==> config.mk <==
export PLATFORM = sky130hd
export DESIGN_NAME = vx_afu_ctrl_regs
export DESIGN_NICKNAME = d
export VERILOG_FILES = /design/src/rtl/vx_afu_ctrl_regs.sv
export SDC_FILE = /design/constraint.sdc
export NUM_CORES = 1
export LEC_CHECK = 0
export BUFFER_PORTS_ARGS = -buffer_cell sky130_fd_sc_hd__buf_2
export CAP_MARGIN = 20
export CELL_PAD_IN_SITES_DETAIL_PLACEMENT = 0
export CELL_PAD_IN_SITES_GLOBAL_PLACEMENT = 1
export CORE_MARGIN = 3
export CORE_UTILIZATION = 39
export CTS_BUF_LIST = sky130_fd_sc_hd__clkbuf_8
export DETAILED_ROUTE_END_ITERATION = 6
export GPL_TIMING_DRIVEN = 1
export MAX_ROUTING_LAYER = met4
export PLACE_DENSITY_LB_ADDON = 0.1
export SETUP_SLACK_MARGIN = 0.5
export SYNTH_ARGS = -nofsm -noshare
export SYNTH_HDL_FRONTEND = slang
export SYNTH_SLANG_ARGS = --single-unit
==> constraint.sdc <==
create_clock -name ap_clk -period 2.1 [get_ports ap_clk]
set_clock_uncertainty 0.15 [all_clocks]
set_input_delay 0.105 -clock ap_clk [delete_from_list [all_inputs] [get_ports ap_clk]]
set_output_delay 0.105 -clock ap_clk [all_outputs]
set_load 0.01 [all_outputs]
==> src/rtl/vx_afu_ctrl_regs.sv <==
// AXI4-Lite control slave for the Vortex AFU: kernel start/done handshake, interrupt
// controller and a bank of 64-bit scalar argument registers.
module vx_afu_ctrl_regs #(
  parameter int unsigned C_S_AXI_CTRL_ADDR_WIDTH = 8,
  parameter int unsigned C_S_AXI_CTRL_DATA_WIDTH = 32,
  parameter int unsigned NUM_SCALARS             = 4,
  parameter bit          AUTO_RESTART_EN         = 1'b1
) (
  input  logic                                 ap_clk,
  input  logic                                 reset,
  input  logic                                 s_axi_ctrl_awvalid,
  output logic                                 s_axi_ctrl_awready,
  input  logic [C_S_AXI_CTRL_ADDR_WIDTH-1:0]   s_axi_ctrl_awaddr,
  input  logic                                 s_axi_ctrl_wvalid,
  output logic                                 s_axi_ctrl_wready,
  input  logic [C_S_AXI_CTRL_DATA_WIDTH-1:0]   s_axi_ctrl_wdata,
  input  logic [C_S_AXI_CTRL_DATA_WIDTH/8-1:0] s_axi_ctrl_wstrb,
  output logic                                 s_axi_ctrl_bvalid,
  input  logic                                 s_axi_ctrl_bready,
  output logic [1:0]                           s_axi_ctrl_bresp,
  input  logic                                 s_axi_ctrl_arvalid,
  output logic                                 s_axi_ctrl_arready,
  input  logic [C_S_AXI_CTRL_ADDR_WIDTH-1:0]   s_axi_ctrl_araddr,
  output logic                                 s_axi_ctrl_rvalid,
  input  logic                                 s_axi_ctrl_rready,
  output logic [C_S_AXI_CTRL_DATA_WIDTH-1:0]   s_axi_ctrl_rdata,
  output logic [1:0]                           s_axi_ctrl_rresp,
  input  logic [63:0]                          dev_caps,
  output logic                                 ap_start,
  input  logic                                 ap_ready,
  input  logic                                 ap_done,
  input  logic                                 ap_idle,
  output logic [64*NUM_SCALARS-1:0]            scalars,
  output logic                                 interrupt
);

  localparam int unsigned AW = C_S_AXI_CTRL_ADDR_WIDTH;

  typedef enum logic [1:0] {WIdle, WData, WResp} wstate_e;
  typedef enum logic {RIdle, RData} rstate_e;

  wstate_e       wstate_q;
  rstate_e       rstate_q;
  logic [AW-1:2] waddr_q;
  logic          awready_q, wready_q, bvalid_q, arready_q, rvalid_q;
  logic [31:0]   rdata_q, rd_mux;

  logic        ap_start_q, ap_start_d, done_q, done_d, ready_q, ready_d;
  logic        auto_restart_q, auto_restart_d, gie_q, gie_d, irq_q, irq_d;
  logic [1:0]  ier_q, ier_d, isr_q, isr_d;
  logic [63:0] scalar_q [NUM_SCALARS];
  logic [63:0] scalar_d [NUM_SCALARS];

  logic        w_fire, ar_fire, wr_ctrl, wr_gie, wr_ier, wr_isr, ar_ctrl;
  logic [31:0] widx, ridx;
  logic        unused_addr_bits;

  assign w_fire  = wready_q & s_axi_ctrl_wvalid;
  assign ar_fire = arready_q & s_axi_ctrl_arvalid;
  assign widx    = 32'(waddr_q);
  assign ridx    = 32'(s_axi_ctrl_araddr[AW-1:2]);
  assign unused_addr_bits = ^{s_axi_ctrl_awaddr[1:0], s_axi_ctrl_araddr[1:0]};

  assign wr_ctrl = w_fire && s_axi_ctrl_wstrb[0] && (widx == 32'd0);
  assign wr_gie  = w_fire && s_axi_ctrl_wstrb[0] && (widx == 32'd1);
  assign wr_ier  = w_fire && s_axi_ctrl_wstrb[0] && (widx == 32'd2);
  assign wr_isr  = w_fire && s_axi_ctrl_wstrb[0] && (widx == 32'd3);
  assign ar_ctrl = ar_fire && (ridx == 32'd0);

  always_comb begin
    ap_start_d = ap_start_q;
    if (ap_ready && !auto_restart_q) ap_start_d = 1'b0;
    if (wr_ctrl && s_axi_ctrl_wdata[0]) ap_start_d = 1'b1;
    // A status pulse coincident with the read-clear wins so no event is lost.
    done_d         = (done_q & ~ar_ctrl) | ap_done;
    ready_d        = (ready_q & ~ar_ctrl) | ap_ready;
    auto_restart_d = wr_ctrl ? (AUTO_RESTART_EN & s_axi_ctrl_wdata[7]) : auto_restart_q;
    gie_d          = wr_gie ? s_axi_ctrl_wdata[0] : gie_q;
    ier_d          = wr_ier ? s_axi_ctrl_wdata[1:0] : ier_q;
    isr_d          = (ier_q & {ap_ready, ap_done}) |
                     (isr_q ^ (wr_isr ? s_axi_ctrl_wdata[1:0] : 2'b00));
    irq_d          = gie_q & |(isr_q & ier_q);
    for (int unsigned k = 0; k < NUM_SCALARS; k++) begin
      scalar_d[k] = scalar_q[k];
      for (int unsigned b = 0; b < 4; b++) begin
        if (w_fire && s_axi_ctrl_wstrb[b]) begin
          if (widx == 32'd8 + 2 * k) scalar_d[k][8*b +: 8] = s_axi_ctrl_wdata[8*b +: 8];
          if (widx == 32'd9 + 2 * k) scalar_d[k][32+8*b +: 8] = s_axi_ctrl_wdata[8*b +: 8];
        end
      end
    end
  end

  always_comb begin
    rd_mux = '0;
    case (ridx)
      32'd0: rd_mux = {24'b0, auto_restart_q, 3'b0, ready_q, ap_idle, done_q, ap_start_q};
      32'd1: rd_mux = {31'b0, gie_q};
      32'd2: rd_mux = {30'b0, ier_q};
      32'd3: rd_mux = {30'b0, isr_q};
      32'd4: rd_mux = dev_caps[31:0];
      32'd5: rd_mux = dev_caps[63:32];
      default: begin
        for (int unsigned k = 0; k < NUM_SCALARS; k++) begin
          if (ridx == 32'd8 + 2 * k) rd_mux = scalar_q[k][31:0];
          if (ridx == 32'd9 + 2 * k) rd_mux = scalar_q[k][63:32];
        end
      end
    endcase
  end

  always_ff @(posedge ap_clk) begin
    if (reset) begin
      ap_start_q     <= 1'b0;
      done_q         <= 1'b0;
      ready_q        <= 1'b0;
      auto_restart_q <= 1'b0;
      gie_q          <= 1'b0;
      ier_q          <= 2'b00;
      isr_q          <= 2'b00;
      irq_q          <= 1'b0;
      for (int unsigned k = 0; k < NUM_SCALARS; k++) scalar_q[k] <= '0;
    end else begin
      ap_start_q     <= ap_start_d;
      done_q         <= done_d;
      ready_q        <= ready_d;
      auto_restart_q <= auto_restart_d;
      gie_q          <= gie_d;
      ier_q          <= ier_d;
      isr_q          <= isr_d;
      irq_q          <= irq_d;
      for (int unsigned k = 0; k < NUM_SCALARS; k++) scalar_q[k] <= scalar_d[k];
    end
  end

  // Write channel: ready flags are registered so they stay low through reset.
  always_ff @(posedge ap_clk) begin
    if (reset) begin
      wstate_q  <= WIdle;
      waddr_q   <= '0;
      awready_q <= 1'b0;
      wready_q  <= 1'b0;
      bvalid_q  <= 1'b0;
    end else begin
      unique case (wstate_q)
        WIdle: begin
          if (awready_q && s_axi_ctrl_awvalid) begin
            waddr_q   <= s_axi_ctrl_awaddr[AW-1:2];
            awready_q <= 1'b0;
            wready_q  <= 1'b1;
            wstate_q  <= WData;
          end else begin
            awready_q <= 1'b1;
          end
        end
        WData: begin
          if (s_axi_ctrl_wvalid) begin
            wready_q <= 1'b0;
            bvalid_q <= 1'b1;
            wstate_q <= WResp;
          end
        end
        WResp: begin
          if (s_axi_ctrl_bready) begin
            bvalid_q  <= 1'b0;
            awready_q <= 1'b1;
            wstate_q  <= WIdle;
          end
        end
        default: wstate_q <= WIdle;
      endcase
    end
  end

  always_ff @(posedge ap_clk) begin
    if (reset) begin
      rstate_q  <= RIdle;
      arready_q <= 1'b0;
      rvalid_q  <= 1'b0;
      rdata_q   <= '0;
    end else begin
      unique case (rstate_q)
        RIdle: begin
          if (ar_fire) begin
            rdata_q   <= rd_mux;
            arready_q <= 1'b0;
            rvalid_q  <= 1'b1;
            rstate_q  <= RData;
          end else begin
            arready_q <= 1'b1;
          end
        end
        RData: begin
          if (s_axi_ctrl_rready) begin
            rvalid_q  <= 1'b0;
            arready_q <= 1'b1;
            rstate_q  <= RIdle;
          end
        end
        default: rstate_q <= RIdle;
      endcase
    end
  end

  always_comb begin
    scalars = '0;
    for (int unsigned k = 0; k < NUM_SCALARS; k++) scalars[64*k +: 64] = scalar_q[k];
  end

  assign s_axi_ctrl_awready = awready_q;
  assign s_axi_ctrl_wready  = wready_q;
  assign s_axi_ctrl_bvalid  = bvalid_q;
  assign s_axi_ctrl_bresp   = 2'b00;
  assign s_axi_ctrl_arready = arready_q;
  assign s_axi_ctrl_rvalid  = rvalid_q;
  assign s_axi_ctrl_rdata   = rdata_q;
  assign s_axi_ctrl_rresp   = 2'b00;
  assign ap_start           = ap_start_q;
  assign interrupt          = irq_q;

endmodule

After elaboration in Yosys (flattened, before gate mapping):

Memory sizes are Yosys's and may differ from the RTL's.
Index checks and enable logic that the tools add are counted.

* register bits after elaboration: 56
* RAM bits: 256
* bits of input ports: 126
* output and inout port bits: 299
* logic and storage cells: 199
* memories kept: 1

* eq/ne operators: 31
* muxes and demuxes: 105
* bitwise operators: 17
* reductions and logical operators: 28

Memories
* scalar_q: depth 4, bits a word 64, read ports 4, clocked after Yosys merged registers in 0, wr ports 4, RTL line 51 `logic [63:0] scalar_q [NUM_SCALARS];`

Operators with widths (number)
* $mux W8: 64
* $mux W32: 8
* $mux W64: 4
* $pmux W32 S6: 1
* $eq A6 B4 Y1 const B: 16
* $logic_not A32 Y1: 2
* $eq A6 B2 Y1 const B: 4
* $mux W1: 17
* $eq A6 B1 Y1 const B: 2
* $eq A6 B3 Y1 const B: 2
* $logic_and A1 B1 Y1: 12
* $pmux W1 S2: 6
* $ne A2 B2 Y1 const B: 5
* $reduce_and A3 Y1: 3
* $mux W2: 4
* $reduce_and A2 Y1: 4
* $reduce_bool A2 Y1: 4
* $or A1 B1 Y1: 6
* $pmux W2 S3: 1
* $and A1 B1 Y1: 5
* $and A2 B2 Y2: 2
* $eq A2 B1 Y1 const B: 1
* $eq A2 B2 Y1 const B: 1
* $logic_not A2 Y1: 1
* other kinds (5): 6

Logic depth before layout (Yosys ltp):

Gate-level depths: netlist (run 1).

* depth in word-level cells: 10
* mapped depth: 8
* depth with buffers taken out: 5

Worst setup path before layout (run 1):

Ideal clock, no wire load.

* kind: register to register
* from: register waddr_q[3] (netlist bit)
* to: memory scalar_q[0][0]
* library setup time: 0.132 ns
* data arrival time: 1.617 ns
* data required time: 1.818 ns
* path slack: 0.201 ns
* cell stages (with the launch flop): 7
* path buffers: 1
* period minus slack after synthesis: 1.899 ns
* path through: dfxtp_1 buf_6 or4b_4 nor3_4 nand2_1 nand2_1 a21oi_1

RTL lines
* from (decl): RTL line 44 `logic [AW-1:2] waddr_q;`
* from (signal assigned): RTL line 148 `waddr_q <= s_axi_ctrl_awaddr[AW-1:2];`
* to (decl): RTL line 51

==> impl_metrics.json, run 1 <==
{
  "num_antenna_cells": 0,
  "detail_route.drc_violations": 0,
  "violations": "negative hold slack",
  "clk-insertion-delay-late_ns": 0.62,
  "hold_ws_ns": -0.0493,
  "clockBufferDepth": 3,
  "dp_hpwl_mm": 43.0,
  "avgViaCountPerCell": 5.60,
  "groute.usage.overall": 0.325,
  "leakagePower_nw": 8.70,
  "hold_violations": 2,
  "drt_wl_total_mm": 64.8,
  "postSynth.asyncResetShare": 0,
  "fmax_mhz": 506,
  "tightest_slew_ns": 0.677,
  "final_common_cell": "buf_2",
  "p_seq_frac": 0.462,
  "root_buffer": "clkbuf_8",
  "antenna_found_initial": 0,
  "rows": 69,
  "finalWorstSetupSlack_ns": 0.125,
  "grt_pass1_vias": 14700,
  "n_fill_cell": 3140,
  "drt-initial-drc-count": 1012,
  "ir_drop_uv": 434,
  "maxSlewViolCount": 0,
  "yosysWarnings": 0,
  "gp_congestion": 0.883,
  "outcome": "finished with violations",
  "tns_ns": 0,
  "critical_path.max_fanout": 8,
  "clk_pin_slew_ns": 0.07,
  "reg2reg_to": "scalar_q[0][12]",
  "max_slew_margin": 0.548,
  "firstDrtPassIters": 5,
  "power.density_nw_per_um2": 607,
  "cp-start-kind": "flop",
  "vias": 15400,
  "period_share": 0.941,
  "hp-start": "s_axi_ctrl_araddr[4]",
  "io_pins": 425,
  "dieWidth_um": 196,
  "switching_share": 0.264,
  "numCtsBuffers": 55,
  "die_h_um": 196,
  "netlist_area_um2": 14200,
  "numPortBuffers": 416,
  "crit_path_end_kind": "flop",
  "hold_depth": 5,
  "layout_min_cycle_time_ns": 1.98,
  "grt_pass1_wl_mm": 93.8,
  "syn-instance-count": 1660,
  "htreeDepth": 2,
  "arrival_ns": 2.35,
  "grt.overflow.total": 0,
  "synthDistinctLibCells": 58,
  "drive_above_1_share": 0.400,
  "wl_per_cell_um": 23.6,
  "syn_to_final_growth_pct": 52.1,
  "min_to": "s_axi_ctrl_rdata[0]",
  "min_path_type": "in2reg",
  "crit_type": "reg2reg",
  "power_frac_comb": 0.105,
  "reg2regPathDepth": 7,
  "setup-violations-final": 0,
  "dp_worst_setup_slack_ns": 0.0458,
  "drtAntennaViolNets": 0,
  "design.core.area_um2": 35700,
  "grt_max_degree": 119,
  "synth_edf_count": 0,
  "die_area_um2": 38600,
  "internal_power_mw": 9.62,
  "r2r-start": "waddr_q[6]",
  "avgSynthCellArea_um2": 8.52,
  "initial_utilization": 0.397,
  "most-common-layout-cells": "413 x buf_2, 287 x dfxtp_1, 196 x a21oi_1",
  "netSwitchingPower_mw": 3.45,
  "r2r_setup_slack_ns": 0.12,
  "timing.max_cap.violations": 0,
  "rsz0062_at_grt": "yes",
  "cts_tree": "done",
  "clkSinkCount": 312,
  "yosys_register_bits": 312,
  "p_clk_frac": 0.433,
  "seq_area_frac_synth": 0.441,
  "finalNetCount": 2374,
  "synth-main-ff-cell": "dfxtp_1",
  "crit_required_ns": 2.48
}
## cells in the mapped netlist (all sizes together), types with 3 or more instances
cell type / number / share of area
nor3b: 4 / 0.0029
a221oi: 26 / 0.016
dfxtp: 312 / 0.44
buf: 47 / 0.021
clkbuf: 119 / 0.032
and3: 4 / 0.0018
mux2: 26 / 0.021
nand2b: 11 / 0.0049
o32ai: 4 / 0.0025
nor4: 4 / 0.0022
a31oi: 3 / 0.0013
a21oi: 226 / 0.080
mux2i: 83 / 0.059
nand3: 195 / 0.069
a22o: 4 / 0.0025
o211ai: 25 / 0.013
o21ai: 13 / 0.0046
nor2b: 7 / 0.0031
nor3: 15 / 0.0080
nor2: 132 / 0.037
and2: 5 / 0.0022
o22ai: 27 / 0.012
nand2: 241 / 0.064
a2bb2oi: 5 / 0.0031
or4b: 3 / 0.0027
o2bb2ai: 22 / 0.014
a22oi: 4 / 0.0021
inv: 4 / 0.0011
mux4: 26 / 0.041
a211oi: 35 / 0.019
## area by class of cell
| type | instances | area (um2) | area share |
|---|---|---|---|
| multi-input combinational | 1183 | 8170 | 0.379 |
| sequential | 312 | 6280 | 0.292 |
| timing repair buffer | 692 | 5400 | 0.251 |
| clock buffer | 69 | 950 | 0.0441 |
| tap | 461 | 577 | 0.0268 |
| clock inverter | 26 | 139 | 0.00645 |
| inverter | 4 | 15.0 | 0.000697 |
## registers in the layout, summed over array words and instances, names as in the netlist, 2 cells and up
signal	flops
ier_q	2
isr_q	2
s_axi_ctrl_rdata	32
scalar_q	256
waddr_q	6
wstate_q	2
## worst max-delay path, stage by stage, from the launching register on
cell,delay (ns)
dfxtp_4,0.36
or4b_4,0.56
nor3_4,0.14
buf_6,0.14
buf_12,0.17
buf_8,0.14
nand3_2,0.09
a21oi_2,0.15
## worst max path at each step
| stage | from | endpoint | depth (start not counted) |
|---|---|---|---|
| 5_1_grt | waddr_q[6] | scalar_q[0][12] | 7 |
| 3_5_place_dp | waddr_q[3] | scalar_q[0][17] | 6 |
| 2_1_floorplan | waddr_q[3] | scalar_q[0][0] | 6 |
| 6_report | waddr_q[6] | scalar_q[0][12] | 7 |
| 3_3_place_gp | waddr_q[3] | scalar_q[0][26] | 6 |
| 4_1_cts | waddr_q[3] | scalar_q[0][17] | 7 |
## cells by family (layout without fill, tap and decap cells)
group	count (synthesis)	after routing	share of synthesized area
buffers and inverters	170	791	0.0538
AND/OR/NAND/NOR	637	639	0.207
other	1	4	0.000265
flip-flops	312	312	0.441
multiplexers	135	135	0.121
XOR/XNOR	2	2	0.00124
AO/OA/AOI/OAI	403	403	0.176
## power by group through the flow
stage / Clock (mW) / Combinational [mW] / Sequential, mW
floorplan: 0 / 0.578 / 6.17
global placement: 0 / 1.03 / 6.16
detailed placement: 0 / 1.04 / 6.16
CTS: 5.74 / 1.31 / 6.03
global route: 6.01 / 1.46 / 6.04
finish: 5.66 / 1.38 / 6.03
## metrics by stage
step	instances	util	instance area, um2	power (mW)
floorplan	1663	-	14300	6.75
global placement	2443	0.475	16900	7.19
detailed placement	2443	0.475	16900	7.20
CTS	2729	0.581	20700	13.1
global route	2747	0.604	21500	13.5
finish	2747	0.604	21500	13.1
## timing repair
item / CTS / global route
pin swaps: 58 / 74
endpoints found under the setup margin: 282 / 295
hold endpoints to repair: 312 / 8
gates resized for setup: 172 / 135
buffers inserted: 64 / 14
cloned: 9 / 3
hold buffers: 118 / 1
## layer usage
layer	share of wire	GRT usage
met5	0	-
met3	0.093	0.0668
met2	0.45	0.502
met1	0.43	0.437
met4	0.027	0.0861
Note: power is estimated with default switching activity, not from simulation.
==> run 2, diff against run 1 <==
CTS_BUF_LIST = sky130_fd_sc_hd__clkbuf_2   (was sky130_fd_sc_hd__clkbuf_8)
==> run 2 against run 1 <==
Against the previous run:
- the flow finishes with violations (design-rule violations, negative hold slack)
- clock power down 17%
- via count up 15%
- core utilization up 14 points
- critical path type unchanged
==> impl_metrics.json, run 2 (synthesis results as in run 1) <==
{
  "outcome": "finished with violations",
  "violations": "design-rule violations, negative hold slack",
  "drtAntennaViolNets": 0,
  "clk_pin_slew_ns": 0.11,
  "crit_type": "reg2reg",
  "clockBufferDepth": 3,
  "clk-insertion-delay-late_ns": 0.99,
  "fin_area_um2": 26400,
  "crit_path_end_kind": "flop",
  "place_area_um2": 16900,
  "leakagePower_nw": 10.7,
  "dp_hpwl_mm": 43.0,
  "rows": 69,
  "power.density_nw_per_um2": 470,
  "fmax_mhz": 484,
  "cts_tree": "done",
  "numPortBuffers": 416,
  "root_buffer": "clkbuf_2",
  "finalPower_mw": 12.4,
  "most-common-layout-cells": "346 x buf_6, 275 x buf_4, 267 x dfxtp_2",
  "tightest_slew_ns": 1.07,
  "ir_drop_uv": 307,
  "arrival_ns": 2.81,
  "finalNetCount": 2739,
  "antenna_found_initial": 5,
  "drt-initial-drc-count": 1339,
  "die_h_um": 196,
  "min_path_type": "in2reg",
  "dpl.cell_count": 2443,
  "largest_reg_flops": 256,
  "critPathTopFamily": "simple AND/OR/NAND/NOR gates",
  "die_area_um2": 38600,
  "critical_path_buf_inv_count": 4,
  "drive_above_1_share": 0.556,
  "grt_pass1_vias": 17200,
  "cp_cell_sequence": "or4b_4, nor2_4, buf_4, buf_12, buf_12, buf_16, nand3_1, a21oi_1",
  "numCtsBuffers": 85,
  "cp_common_cell": "buf_12",
  "n_fill_cell": 2472,
  "crit_path_top_delay_cell": "or4b_4",
  "max_slew_margin": 0.283,
  "design.core.area_um2": 35700,
  "hold_ws_ns": -0.552,
  "crit_required_ns": 2.84,
  "avgViaCountPerCell": 5.62,
  "grt_pass1_wl_mm": 106,
  "htreeDepth": 3,
  "layout_min_cycle_time_ns": 2.07,
  "initial_utilization": 0.397,
  "firstDrtPassIters": 7,
  "dieWidth_um": 196,
  "rsz0062_at_grt": "yes",
  "syn_to_final_growth_pct": 86.2,
  "timing.max_cap.violations": 0,
  "vias": 17600,
  "wl_per_cell_um": 23.7,
  "final_cells": 3135,
  "gp_congestion": 0.883,
  "finalWorstSetupSlack_ns": 0.0320,
  "hold_violations": 285,
  "grt_max_degree": 119,
  "clkSinkCount": 312,
  "final_common_cell": "buf_6",
  "detail_route.drc_violations": 1,
  "dp_worst_setup_slack_ns": 0.0458,
  "cpPeakStageDelay_ns": 0.53,
  "period_share": 0.985,
  "io_pins": 425,
  "setup-violations-final": 0,
  "drt_wl_total_mm": 74.2,
  "cp-start-kind": "flop",
  "critical_path.max_fanout": 7,
  "tns_ns": 0,
  "groute.usage.overall": 0.365,
  "top_register": "scalar_q",
  "grt.overflow.total": 0,
  "maxSlewViolCount": 0
}
run 2: path summary, 6_finish.rpt:
path,cells past startpoint,slack (ns),from,endpoint
setup reg to reg,8,0.03,waddr_q[5],scalar_q[0][38]
hold / removal,2,-0.55,reset,scalar_q[3][25]
setup / recovery,8,0.03,waddr_q[5],scalar_q[0][38]
hold reg to reg,2,0.32,scalar_q[1][47],scalar_q[1][47]
run 2: timing repair:
| action | CTS | global route |
|---|---|---|
| pin swaps | 62 | 99 |
| hold buffers | 231 | 2 |
| setup endpoints to repair | 580 | 592 |
| gates cloned | 8 | 5 |
| resized for setup | 767 | 209 |
| setup buffers | 246 | 54 |
| hold endpoints to repair | 312 | 286 |
run 2: cell type report:
cell class | count | area [um2] | share of cell area
multi-input cells | 1183 | 8240 | 0.313
diodes | 5 | 12.5 | 0.000475
clock inverters | 11 | 120 | 0.00456
flip-flops and latches | 312 | 6700 | 0.254
repair buffers | 1027 | 10000 | 0.380
inverters | 4 | 15.0 | 0.000570
clock buffers | 132 | 661 | 0.0251
well taps | 461 | 577 | 0.0219
run 2: report_power, final:
group / switching, mW / internal (mW)
clock: 2.70 / 1.99
combinational: 0.901 / 0.792
sequential: 0.0646 / 5.95
total: 3.67 / 8.73
run 2: routing by layer:
metal	part of all wire	vias to the layer above	GRT usage
met5	0	-	-
met1	0.40	8510	0.465
met2	0.46	997	0.564
li1	-	7918	-
met4	0.041	0	0.141
met3	0.099	199	0.0887
run 2: per-stage QoR:
step                       util  hold WS (ns)
after floorplan               -        0.0724
after global placement    0.475         0.202
after detailed placement  0.475         0.206
after CTS                 0.700        -0.634
after global routing      0.739        -0.561
final                     0.739        -0.552
==> run 3, diff against run 2 <==
CORE_ASPECT_RATIO = 0.5   (was default)
==> run 3 against run 2 <==
Against the previous run:
- the flow finishes with violations (negative hold slack)
- first-iteration DRC count rose by 31%
- sequential cell count unchanged
- worst setup slack improved by 0.064 ns
- power is 5.5% lower
- clock power fell by 17%
- die area grew 0.36%
- core utilization grew 2.8 points
- cell area grew 2.3%
- final cell count increased by 0.16%
- register-to-register slack better by 0.06 ns
- via count up 1.1%
- sequential share of layout area shrank 0.67 points
==> impl_metrics.json, run 3 (synthesis results as in run 1) <==
{
  "avgViaCountPerCell": 5.67,
  "crit_type": "in2reg",
  "htreeDepth": 3,
  "hold_ws_ns": -0.0337,
  "design.core.area_um2": 35100,
  "grt_max_degree": 94,
  "drt_wl_total_mm": 77.5,
  "arrival_ns": 2.62,
  "rsz0062_at_grt": "yes",
  "dieWidth_um": 275,
  "outcome": "finished with violations",
  "cts_tree": "done",
  "rows": 48,
  "fmax_mhz": 499,
  "detail_route.drc_violations": 0,
  "numCtsBuffers": 74,
  "antenna_found_initial": 4,
  "syn_to_final_growth_pct": 90.5,
  "die_area_um2": 38700,
  "tns_ns": 0,
  "gp_congestion": 0.917,
  "period_share": 0.954,
  "wl_per_cell_um": 24.7,
  "grtUsageMet2": 0.571,
  "largest_reg_flops": 256,
  "die_h_um": 141,
  "crit_required_ns": 2.72,
  "firstDrtPassIters": 6,
  "grt.overflow.total": 0,
  "leakagePower_nw": 10.7,
  "max_slew_margin": 0.407,
  "final_common_cell": "buf_6",
  "drive_above_1_share": 0.576,
  "min_path_type": "in2reg",
  "crit_path_end_kind": "flop",
  "place_area_um2": 17300,
  "drt-initial-drc-count": 1758,
  "critical_path.max_fanout": 23,
  "most-common-layout-cells": "340 x buf_6, 275 x dfxtp_2, 259 x buf_4",
  "vias": 17800,
  "clk-insertion-delay-late_ns": 0.98,
  "hold_violations": 5,
  "power.density_nw_per_um2": 434,
  "top_usage_layer": "met2",
  "clkSinkCount": 312,
  "drtAntennaViolNets": 0,
  "clockBufferDepth": 3,
  "groute.usage.overall": 0.386,
  "use_met1": 0.489,
  "top_register": "scalar_q",
  "finalNetCount": 2747,
  "fin_area_um2": 27000,
  "dp_hpwl_mm": 44.8,
  "grt.met3_usage": 0.129,
  "maxSlewViolCount": 0,
  "io_pins": 425,
  "cp-start-kind": "primary input",
  "layout_min_cycle_time_ns": 2.00,
  "grt_pass1_wl_mm": 110,
  "setup-violations-final": 0,
  "initial_utilization": 0.403,
  "grt_pass1_vias": 17500,
  "root_buffer": "clkbuf_2",
  "clk_pin_slew_ns": 0.12,
  "numPortBuffers": 416,
  "ir_drop_uv": 262,
  "tightest_slew_ns": 0.886,
  "violations": "negative hold slack",
  "timing.max_cap.violations": 0
}
-- run 3: cell count changes in the layout (fill, tap and decap cells not counted), moves of 16 or more --
cell	delta
nand3_1	-16
clkbuf_2	-30
nand2_2	+23
a21oi_2	+26
buf_4	-16
a21oi_1	-26
nand2_1	-43
-- run 3: power by group --
part	internal, mW	switching, mW
clock	1.27	2.62
combinational	0.840	0.949
sequential	5.96	0.0683
total	8.07	3.64
-- run 3: area by class of cell --
type                            count  area, um2
Antenna cell                        6       15.0
Clock inverter                     12       46.3
Clock buffer                      102        510
Sequential cell                   312       6670
Fill cell                        2489       8180
Multi-Input combinational cell   1183       8650
Tap cell                          475        594
Inverter                            4       15.0
Timing Repair Buffer             1046      10500
-- run 3: worst paths after layout --
kind | start | to | slack (ns) | cells past startpoint
setup / recovery | s_axi_ctrl_araddr[3] | s_axi_ctrl_rdata[10] | 0.1 | 8
hold / removal | reset | scalar_q[2][2] | -0.03 | 3
setup reg to reg | waddr_q[3] | scalar_q[0][29] | 0.1 | 6
hold reg to reg | scalar_q[1][40] | scalar_q[1][40] | 0.32 | 2
-- run 3: what timing repair did --
item,CTS,global route
setup buffers,237,24
endpoints found under the setup margin,579,593
hold buffers,242,6
pin swaps,99,95
endpoints found under the hold margin,312,36
resized for setup,848,225
gates cloned,12,5
-- run 3: metrics by stage --
stage / utilization / power, mW / setup WS [ns] / hold slack [ns] / instances
detailed placement: 0.493 / 7.27 / 0.0214 / 0.215 / 2496
CTS: 0.730 / 11.5 / 0.152 / -0.712 / 3101
finish: 0.767 / 11.7 / 0.0957 / -0.0337 / 3140
global placement: 0.493 / 7.26 / 0.00727 / 0.225 / 2496
floorplan: - / 6.75 / 0.201 / 0.0724 / 1663
global route: 0.767 / 12.1 / 0.000669 / -0.0563 / 3138
-- run 3: worst max-delay path, stage by stage --
cell,delay [ns]
buf_4,0.12
dlygate4sd3_1,0.72
buf_12,0.19
buf_12,0.20
nand3_1,0.16
buf_12,0.21
o211ai_1,0.71
a211oi_1,0.17
-- run 3: routing by layer --
metal / vias up / part of all wire
li1: 7926 / -
met1: 8630 / 0.40
met3: 210 / 0.11
met5: - / 0
met4: 0 / 0.038
met2: 1048 / 0.44
